==> config.mk <==
export PLATFORM = sky130hd
export DESIGN_NAME = sci_rx
export DESIGN_NICKNAME = d
export VERILOG_FILES = /design/src/rtl/sci_rx.sv
export SDC_FILE = /design/constraint.sdc
export NUM_CORES = 1
export LEC_CHECK = 0
export ABC_AREA = 1
export CORE_ASPECT_RATIO = 0.5
export CORE_MARGIN = 5
export CORE_UTILIZATION = 39
export CTS_CLUSTER_DIAMETER = 40
export DETAILED_ROUTE_END_ITERATION = 12
export GPL_TIMING_DRIVEN = 0
export SYNTH_ARGS = -nofsm -noshare
export SYNTH_HDL_FRONTEND = slang
export SYNTH_SLANG_ARGS = --single-unit
==> constraint.sdc <==
create_clock -name clk -period 1.9 [get_ports clk]
set_input_delay 0.38 -clock clk [delete_from_list [all_inputs] [get_ports clk]]
set_output_delay 0.38 -clock clk [all_outputs]
set_load 0.02 [all_outputs]
==> src/rtl/sci_rx.sv <==
// sci_rx: serial command interface receiver.
// Takes the already-synchronized RX line, finds the start bit and takes a
// 3-sample majority vote at mid-bit for every bit. Optional parity and the
// stop bit are checked, and each frame is handed over as a one-cycle rx_valid
// pulse.
module sci_rx #(
  parameter int CLKS_PER_BIT = 434,
  parameter int DATA_BITS    = 8,
  parameter bit PARITY_EN    = 1'b0,
  parameter bit PARITY_ODD   = 1'b0
) (
  input  logic                 clk,
  input  logic                 rst,
  input  logic                 rx_sync,
  output logic [DATA_BITS-1:0] rx_data,
  output logic                 rx_valid,
  output logic                 rx_perr,
  output logic                 rx_ferr,
  output logic                 busy
);

  localparam int H  = CLKS_PER_BIT / 2;
  localparam int CW = $clog2(CLKS_PER_BIT);
  localparam int BW = $clog2(DATA_BITS);

  localparam logic [CW-1:0] C_S0   = CW'(H - 1);
  localparam logic [CW-1:0] C_S1   = CW'(H);
  localparam logic [CW-1:0] C_DEC  = CW'(H + 1);
  localparam logic [CW-1:0] C_LAST = CW'(CLKS_PER_BIT - 1);
  localparam logic [BW-1:0] B_LAST = BW'(DATA_BITS - 1);

  typedef enum logic [2:0] {S_IDLE, S_START, S_DATA, S_PARITY, S_STOP} state_t;

  state_t                 state, state_d;
  logic [CW-1:0]          cnt;
  logic [BW-1:0]          bit_idx;
  logic [DATA_BITS-1:0]   shreg;
  logic                   rx_prev, s0, s1, perr_q;
  logic                   active, start_edge, at_dec, bit_end, maj;

  // The edge cycle itself is bit time 0, so busy has to follow the edge
  // combinationally rather than waiting for the state register.
  assign active     = (state != S_IDLE);
  assign start_edge = rx_prev & ~rx_sync;
  assign at_dec     = active && (cnt == C_DEC);
  assign bit_end    = active && (cnt == C_LAST);
  assign maj        = (s0 & s1) | (s0 & rx_sync) | (s1 & rx_sync);
  assign busy       = active | start_edge;

  // State register.
  always_ff @(posedge clk or posedge rst) begin
    if (rst) state <= S_IDLE;
    else     state <= state_d;
  end

  // Next-state logic: the stop bit leaves at its decision so there is no dead time.
  always_comb begin
    state_d = state;
    case (state)
      S_IDLE:   if (start_edge) state_d = S_START;
      S_START:  if (at_dec && maj) state_d = S_IDLE;
                else if (bit_end) state_d = S_DATA;
      S_DATA:   if (bit_end && bit_idx == B_LAST)
                  state_d = PARITY_EN ? S_PARITY : S_STOP;
      S_PARITY: if (bit_end) state_d = S_STOP;
      S_STOP:   if (at_dec) state_d = S_IDLE;
      default:  state_d = S_IDLE;
    endcase
  end

  // Bit timing, mid-bit sampling, data assembly and frame delivery.
  always_ff @(posedge clk or posedge rst) begin
    if (rst) begin
      rx_prev  <= 1'b0;
      cnt      <= '0;
      bit_idx  <= '0;
      shreg    <= '0;
      s0       <= 1'b0;
      s1       <= 1'b0;
      perr_q   <= 1'b0;
      rx_data  <= '0;
      rx_valid <= 1'b0;
      rx_perr  <= 1'b0;
      rx_ferr  <= 1'b0;
    end else begin
      rx_prev  <= rx_sync;
      rx_valid <= 1'b0;
      // The start edge cycle counts as cnt=0, so the next cycle is cnt=1.
      if (!active)                           cnt <= start_edge ? CW'(1) : '0;
      else if (state_d == S_IDLE || bit_end) cnt <= '0;
      else                                   cnt <= cnt + 1'b1;
      if (active && cnt == C_S0) s0 <= rx_sync;
      if (active && cnt == C_S1) s1 <= rx_sync;
      if (state == S_START)                 bit_idx <= '0;
      else if (state == S_DATA && bit_end)  bit_idx <= bit_idx + 1'b1;
      if (state == S_DATA && at_dec)   shreg[bit_idx] <= maj;
      if (state == S_PARITY && at_dec) perr_q <= ^shreg ^ maj ^ PARITY_ODD;
      if (state == S_STOP && at_dec) begin
        rx_data  <= shreg;
        rx_ferr  <= ~maj;
        rx_perr  <= PARITY_EN ? perr_q : 1'b0;
        rx_valid <= 1'b1;
      end
    end
  end

endmodule

# --- After elaboration in Yosys (flattened, before gate mapping) ---
# Cells that the tools add are included.
word_totals:
  out_inout_bits: 12
  ff_bits: 36
  wordCells: 63
classes:
  order_cmp: 2
  mux: 16
  n_eq_ne: 9
  reduce_logical: 15
  bitwise_logic: 9
  add_sub_neg: 2
ops:
  columns: ["operator", "count"]
  rows:
  - ["9-bit by 8-bit equality test with 1-bit output (second input constant)", 3]
  - ["3-bit 2-to-1 mux", 8]
  - ["9-bit 2-to-1 mux", 2]
  - ["3-bit case mux with 5 select lines", 1]
  - ["1-bit logical AND", 10]
  - ["9-bit by 1-bit adder with 9-bit output (second input constant)", 1]
  - ["9-bit equality test (second input constant)", 1]
  - ["8-bit bitwise mux", 1]
  - ["3-bit by 2-bit equality test with 1-bit output (second input constant)", 2]
  - ["3-bit equality test (second input constant)", 2]
  - ["3-bit zero test", 2]
  - ["1-bit AND", 4]
  - ["3-bit by 4-bit < comparator with 1-bit output (second input constant)", 1]
  - ["3-bit by 1-bit adder with 3-bit output (second input constant)", 1]
  - ["1-bit demux with 3-bit select", 1]
  - ["3-bit by 1-bit equality test with 1-bit output (second input constant)", 1]
  - ["3-bit by 1-bit greater-or-equal comparator with 1-bit output (second input constant)", 1]
  - ["1-bit 2-to-1 mux", 3]
  - ["1-bit bitwise OR", 3]
  - ["3-bit nonzero test", 1]
  - ["1-bit inverter", 2]
  - ["2-bit nonzero test", 1]
  - ["1-bit logical OR", 1]

# --- Longest topological paths before layout ---
# Gate-level depths: netlist of the first run.
logic_depth:
  word_depth: 10
  ltp_mapped: 13

# --- Worst setup path after synthesis of the first run ---
# No wires, ideal clock.
synth_timing:
  path_type: "reg2reg"
  start: "register cnt[1]"
  end: "register cnt[2]"
  setup_slack_ns: 0.392
  period_less_slack_ns: 1.508
  required_ns: 1.780
  setup_time_ns: 0.120
  path_stages_with_launch: 14
  arrival_ns: 1.388
  path_cell_list: "dfrtp_1 -> inv_1 -> ha_1 -> nand2_1 -> inv_1 -> nand2_1 -> nor2_4 -> nor2_1 -> nand2_1 -> nand2_1 -> nor2_1 -> nand2_2 -> nand3_4 -> nor2_1"
synth_between:
  elab_chain_cells: 9
  elab_cells_between_ends: 17
  cone_classes: "1 x add/sub; 2 x eq/ne; 8 x mux; 6 x reduce/logical"
synth_rtl:
  columns: ["element", "line_no", "source"]
  rows:
  - ["start, declared", "35", "logic [CW-1:0] cnt;"]
  - ["start signal, assigned", "89", "if (!active) cnt <= start_edge ? CW'(1) : '0;"]
  - ["start signal, assigned", "91", "else cnt <= cnt + 1'b1;"]
  - ["9-bit equality test or 9-bit by 8-bit equality test with 1-bit output (tied branches)", "46, 45", null]
  - ["1-bit logical AND (on tied branches)", "46, 45", null]
  - ["3-bit 2-to-1 mux (tied with other cells)", "62", "else if (bit_end) state_d = S_DATA;"]
  - ["3-bit 2-to-1 mux (on tied branches)", "61, 63", null]
  - ["3-bit case mux with 5 select lines (*)", "59", "case (state)"]
  - ["via state_d[0]", "34", "state_t state, state_d;"]
  - ["3-bit zero test (*)", "90", "else if (state_d == S_IDLE || bit_end) cnt <= '0;"]
  - ["1-bit logical OR (*)", "90", null]
  - ["9-bit 2-to-1 mux (*)", "90", null]
  - ["9-bit 2-to-1 mux (*)", "89", null]
# The timed path passes the listed nets; every way through them passes the cells marked *.
# A chain may end at the register's enable or synchronous reset.

# --- Worst setup path after layout of the first run ---
layout_timing:
  start: "input rx_sync"
  end: "output busy"
layout_between:
  elab_chain_cells: 3
layout_rtl:
  columns: ["element", "line_no", "source"]
  rows:
  - ["start, declared", "14", "input logic rx_sync,"]
  - ["1-bit inverter", "44", "assign start_edge = rx_prev & ~rx_sync;"]
  - ["1-bit AND", "44", null]
  - ["1-bit bitwise OR", "48", "assign busy = active | start_edge;"]
  - ["end, declared", "19", "output logic busy"]
# No other way between the ends.

==> results of run 1 <==
sequential cells by signal (all words and copies together) (netlist names):
register	flops
rx_data	8
rx_prev	1
shreg	8
rx_ferr	1
rx_valid	1
s0	1
bit_idx	3
state	3
s1	1
cnt	9
layer usage:
metal  wire length, µm  vias to the layer above  share of wire, %  track usage [%]
met2              1480                       24                44             19.8
met1              1690                      663                51             15.4
met3               133                        4               4.0             3.26
li1                  -                      783                 -                -
met4                34                        0               1.0             4.68
met5                 0                        -                 0                0
timing repair:
action	CTS	global route
pin swaps	0	2
gates resized for setup	2	10
hold endpoints to repair	0	0
buffers inserted	0	1
hold buffers	0	0
setup endpoints to repair	1	25
worst paths after layout:
check                            from          to  slack, ns  depth (start not counted)
max in group asynchronous         rst      cnt[0]       0.84                          2
hold reg to reg            rx_data[7]  rx_data[7]       0.48                          2
setup reg to reg               cnt[0]    shreg[6]       0.19                         11
setup / recovery              rx_sync        busy       0.08                          5
min in group asynchronous         rst      cnt[4]       0.53                          2
hold / removal             rx_data[7]  rx_data[7]       0.48                          2
logic make-up after synthesis:
| kind of cell | Yosys count | synth area share, % |
|---|---|---|
| XOR/XNOR | 7 | 3.25 |
| AND/OR/NAND/NOR | 121 | 27.2 |
| flip-flops | 36 | 47.7 |
| adder cells (fa/ha/maj) | 6 | 3.98 |
| AO/OA/AOI/OAI | 26 | 6.89 |
| buffers and inverters | 51 | 10.7 |
| other | 1 | 0.199 |
power by group through the flow:
stage	logic, mW	clock network, mW	registers (mW)
global placement	0.311	0	0.871
floorplan	0.253	0	0.860
detailed placement	0.318	0	0.871
finish	0.341	0.571	0.865
CTS	0.320	0.587	0.856
global route	0.397	0.621	0.872
worst max-delay path, delay by kind of cell:
family                 cells  cell delay, ns
buffers and inverters      3            0.91
AND/OR/NAND/NOR            2            0.15
area by class of cell:
| class | instances | area, µm² |
|---|---|---|
| repair buffers | 14 | 136 |
| plain buffers | 2 | 18.8 |
| well taps | 66 | 82.6 |
| fillers | 452 | 2300 |
| clock inverters | 1 | 7.51 |
| multi-input cells | 161 | 815 |
| inverters | 48 | 180 |
| clock buffers | 7 | 86.3 |
| flip-flops and latches | 36 | 902 |
cells in the mapped netlist:
cell type	n	area share, %
a21oi_1	4	1.1
buf_4	1	0.40
buf_6	1	0.60
clkbuf_1	1	0.20
conb_1	1	0.20
dfrtp_1	36	48
ha_1	6	4.0
inv_1	46	9.1
inv_2	2	0.40
nand2_1	63	13
nand2_2	5	1.7
nand3_1	9	2.4
nand3_4	1	0.93
nand4_1	3	0.99
nor2_1	36	7.2
nor2_2	3	0.99
nor2_4	1	0.60
o21ai_0	21	5.6
o21ai_1	1	0.26
xnor2_1	1	0.46
xor2_1	6	2.8
metrics by stage:
step                      util (%)  TNS (ns)  std cells  hold slack [ns]  power (mW)
after floorplan                  -         0        248            0.411        1.11
after global routing          49.2         0        335            0.501        1.89
final                         49.2         0        335            0.483        1.78
after detailed placement      46.4     -3.89        327            0.472        1.19
after CTS                     48.5         0        335            0.491        1.76
after global placement        46.4     -3.44        327            0.466        1.18
==> impl_metrics.yaml, run 1 <==
hold_path:
  hold_path_class: "flip-flop to flip-flop"
placement:
  port_buffers: 13
  place_ws_ns: -0.174
  place_area_um2: 2100
  dp_hpwl_mm: 2.56
  place_congestion: 0.802
worst_setup_path:
  crit_chain: "clkdlybuf4s50_1 -> inv_1 -> nand2_1 -> nand2_1 -> dlygate4sd2_1"
  cpPeakStageDelay_ns: 0.51
  crit_path_start_kind: "input pin"
  cp_common_cell: "nand2_1"
  path_class: "input pin to output port"
  crit_path_end_kind: "output port"
  critPathRequiredTime_ns: 1.52
  crit_fanout: 4
  cp.arrival_ns: 1.44
  crit_slowest_cell: "clkdlybuf4s50_1"
pwr:
  switching_power_mw: 0.533
  p_seq_share_pct: 48.7
  clkPwrFrac_pct: 32.1
  p_sw_share_pct: 30.0
  p_int_mw: 1.24
  vdd_drop_max_v: 0.000261
  leakage_nw: 1.17
  comb_power_share_pct: 19.2
  p_per_area_nw_per_um2: 797
grt:
  grt_max_degree: 37
  grt.total_usage_pct: 12.1
  grt_pass1_vias: 1448
  antenna_found_initial: 0
  overflow: 0
  grt_pass1_wl_mm: 6.15
cells_and_area:
  layout.cells.most_common: "nand2_1"
  drive_gt1_share_pct: 10.8
  num_antenna_cells: 0
  fin_area_um2: 2230
  syn2layout_area_growth_pct: 18.0
  mostFrequentLayoutCells: "nand2_1, inv_1, dfrtp_1, nor2_1, o21ai_0"
  nets: 277
routing:
  wl_mm: 3.34
  drtIter0Drc: 64
  drt-pass1-iter-count: 4
  via_per_inst: 4.40
  vias: 1474
  wire_per_inst_um: 9.98
  ant_nets: 0
  drc: 0
floorplanning:
  start_util_pct: 41.7
  ios: 15
  row_count: 17
  dieArea_um2: 6420
  die_w_um: 108
  core_um2: 4530
  die_h_um: 59.2
timing:
  setup_violations: 0
  fin_skew_ns: 0.00958
  grt_setup_unrepaired: "no"
  hold_viol: 0
  period_needed_ns: 1.82
  slew_headroom_pct: 51.2
  maxSlewViolCount: 0
  clock.fmax_mhz: 549
  period_share_pct: 95.8
  tightest_slew_ns: 0.730
  setup_ws_ns: 0.0791
yosys:
  ys_ff_latch: 36
  syn_area_um2: 1890
  seq_area_frac_synth_pct: 47.7
  syn_inst: 248
  synth_fp_nets: 257
  yosys_warnings: 0
  avgSynthCellArea_um2: 7.61
  post_synth_num_cell_types: 21
clocking:
  cts.path.max_buffers: 2
  clkTransAtPathRegs_ns: 0.07
  htreeDepth: 2
  cts_sinks: 36
  numCtsBuffers: 5
  clk_latency_ns: 0.29
  root_buffer: "clkbuf_8"
  cts_tree: "built"
status:
  status: "finished clean"
flow_run:
  maxCapViolCount: 0
Power figures use the tool's default switching activity.
==> inputs of run 2 (changes only) <==
- ABC_AREA: 1 -> unset
- GPL_TIMING_DRIVEN: 0 -> unset
==> run 2 against run 1 <==
Effect of this change:
- the flow now finishes with violations (negative setup slack)
- via count is 9.4% lower
- hold slack better by 0.021 ns
- first-iteration DRC count is 50% lower
- sequential power is 11% lower
- clock skew is 0.0039 ns lower
- clock power hardly changed
- synthesized cell count is 37% lower
- count of clock-buffer cells in the layout stayed put
- worst setup slack worse by 0.12 ns
- final cell count is 19% lower
- synthesized area is 5.8% lower
- flip-flop and latch count stayed put
- critical endpoint is now shreg[1]
==> impl_metrics.yaml, run 2 <==
grt:
  overflow: 0
  grt_pass1_wl_mm: 5.98
  antenna_found_initial: 0
  met3_usage_pct: 3.78
  grt_busiest_layer: "met2"
  gr-usage-met1_pct: 15.2
  grt.total_usage_pct: 12.4
  grt_pass1_vias: 1337
  grtUsageMet2_pct: 20.5
  grt_max_degree: 37
timing:
  grt_setup_unrepaired: "yes"
  period_needed_ns: 1.94
  hold_viol: 0
  setup_ws_ns: -0.0407
  maxSlewViolCount: 0
  setup_violations: 5
  clock.fmax_mhz: 515
  worst_hold_slack_ns: 0.504
  fin_skew_ns: 0.00564
  period_share_pct: 102
hold_path:
  hold_path_class: "input pin to async pin"
cells_and_area:
  layout.cells.most_common: "buf_4"
  top_register: "cnt"
  nets: 225
  fillers: 387
  syn2layout_area_growth_pct: 42.5
  drive_gt1_share_pct: 45.8
  reg_top3: "cnt x9, rx_data x8, shreg x8"
  largest_reg_flops: 9
  final_util_pct: 57.6
  num_antenna_cells: 0
  mostFrequentLayoutCells: "buf_4, dfrtp_1, nor2_1, mux2_2, clkdlybuf4s50_1"
routing:
  ant_nets: 0
  via_per_inst: 4.89
  vias: 1335
  wl_mm: 3.62
  drc: 0
  drtIter0Drc: 32
  drt-pass1-iter-count: 4
  wire_per_inst_um: 13.3
yosys:
  yosysTopAreaCell: "dfrtp_1"
  synthTopCellsByCount: "dfrtp_1, nor2_1, mux2_2"
  synth.most_common_cell: "dfrtp_1"
  synth_fp_nets: 165
  ys_top_cells_by_area: "dfrtp_1, mux2_2, nor2_1"
  synth_async_sr_flop_share_pct: 100
  yosysTopAreaCellShare_pct: 50.6
  syn_inst: 156
  seq_area_frac_synth_pct: 50.6
  syn_area_um2: 1780
  ys_ff_latch: 36
  avgSynthCellArea_um2: 11.4
  synth_edf_count: 0
  synth_flop_cell: "dfrtp_1"
  post_synth_num_cell_types: 39
  yosys_warnings: 0
clocking:
  htreeDepth: 2
  clk_latency_ns: 0.28
  cts_tree: "built"
  root_buffer: "clkbuf_8"
  clkTransAtPathRegs_ns: 0.07
  cts_hold_buf: 0
  cts_sinks: 36
  cts.path.max_buffers: 2
  numCtsBuffers: 5
worst_setup_path:
  cp.arrival_ns: 2.11
  cpPeakStageDelay_ns: 0.55
  crit_path_start_kind: "flip-flop"
  reg2reg_depth: 5
  crit_buf_inv: 0
  r2r_setup_slack_ns: -0.04
  crit_slowest_cell: "or4b_4"
  crit_fanout: 4
  critPathRequiredTime_ns: 2.07
  r2r-start: "cnt[2]"
  path_class: "flip-flop to flip-flop"
  crit_chain: "nor3b_4 -> nand3_4 -> or4b_4 -> nor3_2 -> mux2_4"
  crit_path_end_kind: "flip-flop"
  r2r_end: "shreg[1]"
  cp_top_family: "simple AND/OR/NAND/NOR gates"
pwr:
  p_per_area_nw_per_um2: 545
  leakage_nw: 1.14
  vdd_drop_max_v: 0.000278
  p_total_mw: 1.38
floorplanning:
  ios: 15
  core_um2: 4400
  die_w_um: 106
  row_count: 17
  die_h_um: 57.8
  start_util_pct: 40.4
  dieArea_um2: 6090
status:
  status: "finished, violations left"
  violations: "negative setup slack"
placement:
  port_buffers: 13
  dp_hpwl_mm: 2.44
  place_congestion: 0.761
  place_ws_ns: -0.244
flow_run:
  maxCapViolCount: 0
run 2: through the flow:
step	TNS, ns	instances	instance area (µm²)
CTS	-0.0638	270	2430
detailed placement	-2.40	259	2240
floorplan	-0.0248	156	1780
finish	-0.0968	273	2530
global placement	-1.57	259	2240
global route	-1.04	273	2530
run 2: layer usage:
metal,vias up,wire [µm],part of all wire (%)
li1,662,-,-
met1,650,1660,46
met3,2,135,3.7
met2,21,1780,49
met5,-,0,0
met4,0,50,1.4
run 2: where the power goes:
part	total, mW	switching [mW]	internal (mW)
sequential	0.771	0.00163	0.769
clock	0.573	0.251	0.323
combinational	0.0361	0.0243	0.0118
total	1.38	0.277	1.10
run 2: tightest hold or removal path, delay by kind of cell:
family,cells,cell delay (ns)
buffers and inverters,3,0.83
run 2: cell type report:
type / instances / area [µm²] / share of cell area (%)
clock buffer: 7 / 96.3 / 3.80
inverter: 6 / 22.5 / 0.888
sequential: 36 / 905 / 35.7
tap: 57 / 71.3 / 2.81
timing repair buffer: 56 / 467 / 18.4
multi-input combinational: 111 / 973 / 38.4
run 2: worst max-delay path by stage:
stage	slack, ns	startpoint	endpoint	cells past startpoint
floorplan	-0.02	cnt[5]	shreg[1]	5
global placement	-0.16	rx_sync	cnt[4]	7
detailed placement	-0.24	rx_sync	cnt[4]	7
CTS	-0.02	cnt[5]	shreg[1]	5
global route	-0.11	cnt[2]	shreg[1]	5
finish	-0.04	cnt[2]	shreg[1]	5
run 2: timing repair:
item / 4_1_cts / 5_1_grt
setup endpoints to repair: 18 / 19
buffers inserted: 4 / 3
resized for setup: 19 / 17
pin swaps: 2 / 6
run 2: cell families (layout without fill, tap and decap cells):
group | count (synthesis) | in the layout | share of synthesized area (%)
AND/OR/NAND/NOR | 62 | 62 | 19.8
XOR/XNOR | 7 | 7 | 3.45
other | 1 | 1 | 0.211
multiplexers | 18 | 18 | 11.4
buffers and inverters | 9 | 69 | 2.11
AO/OA/AOI/OAI | 16 | 16 | 7.67
adder cells (fa/ha/maj) | 7 | 7 | 4.78
flip-flops | 36 | 36 | 50.6
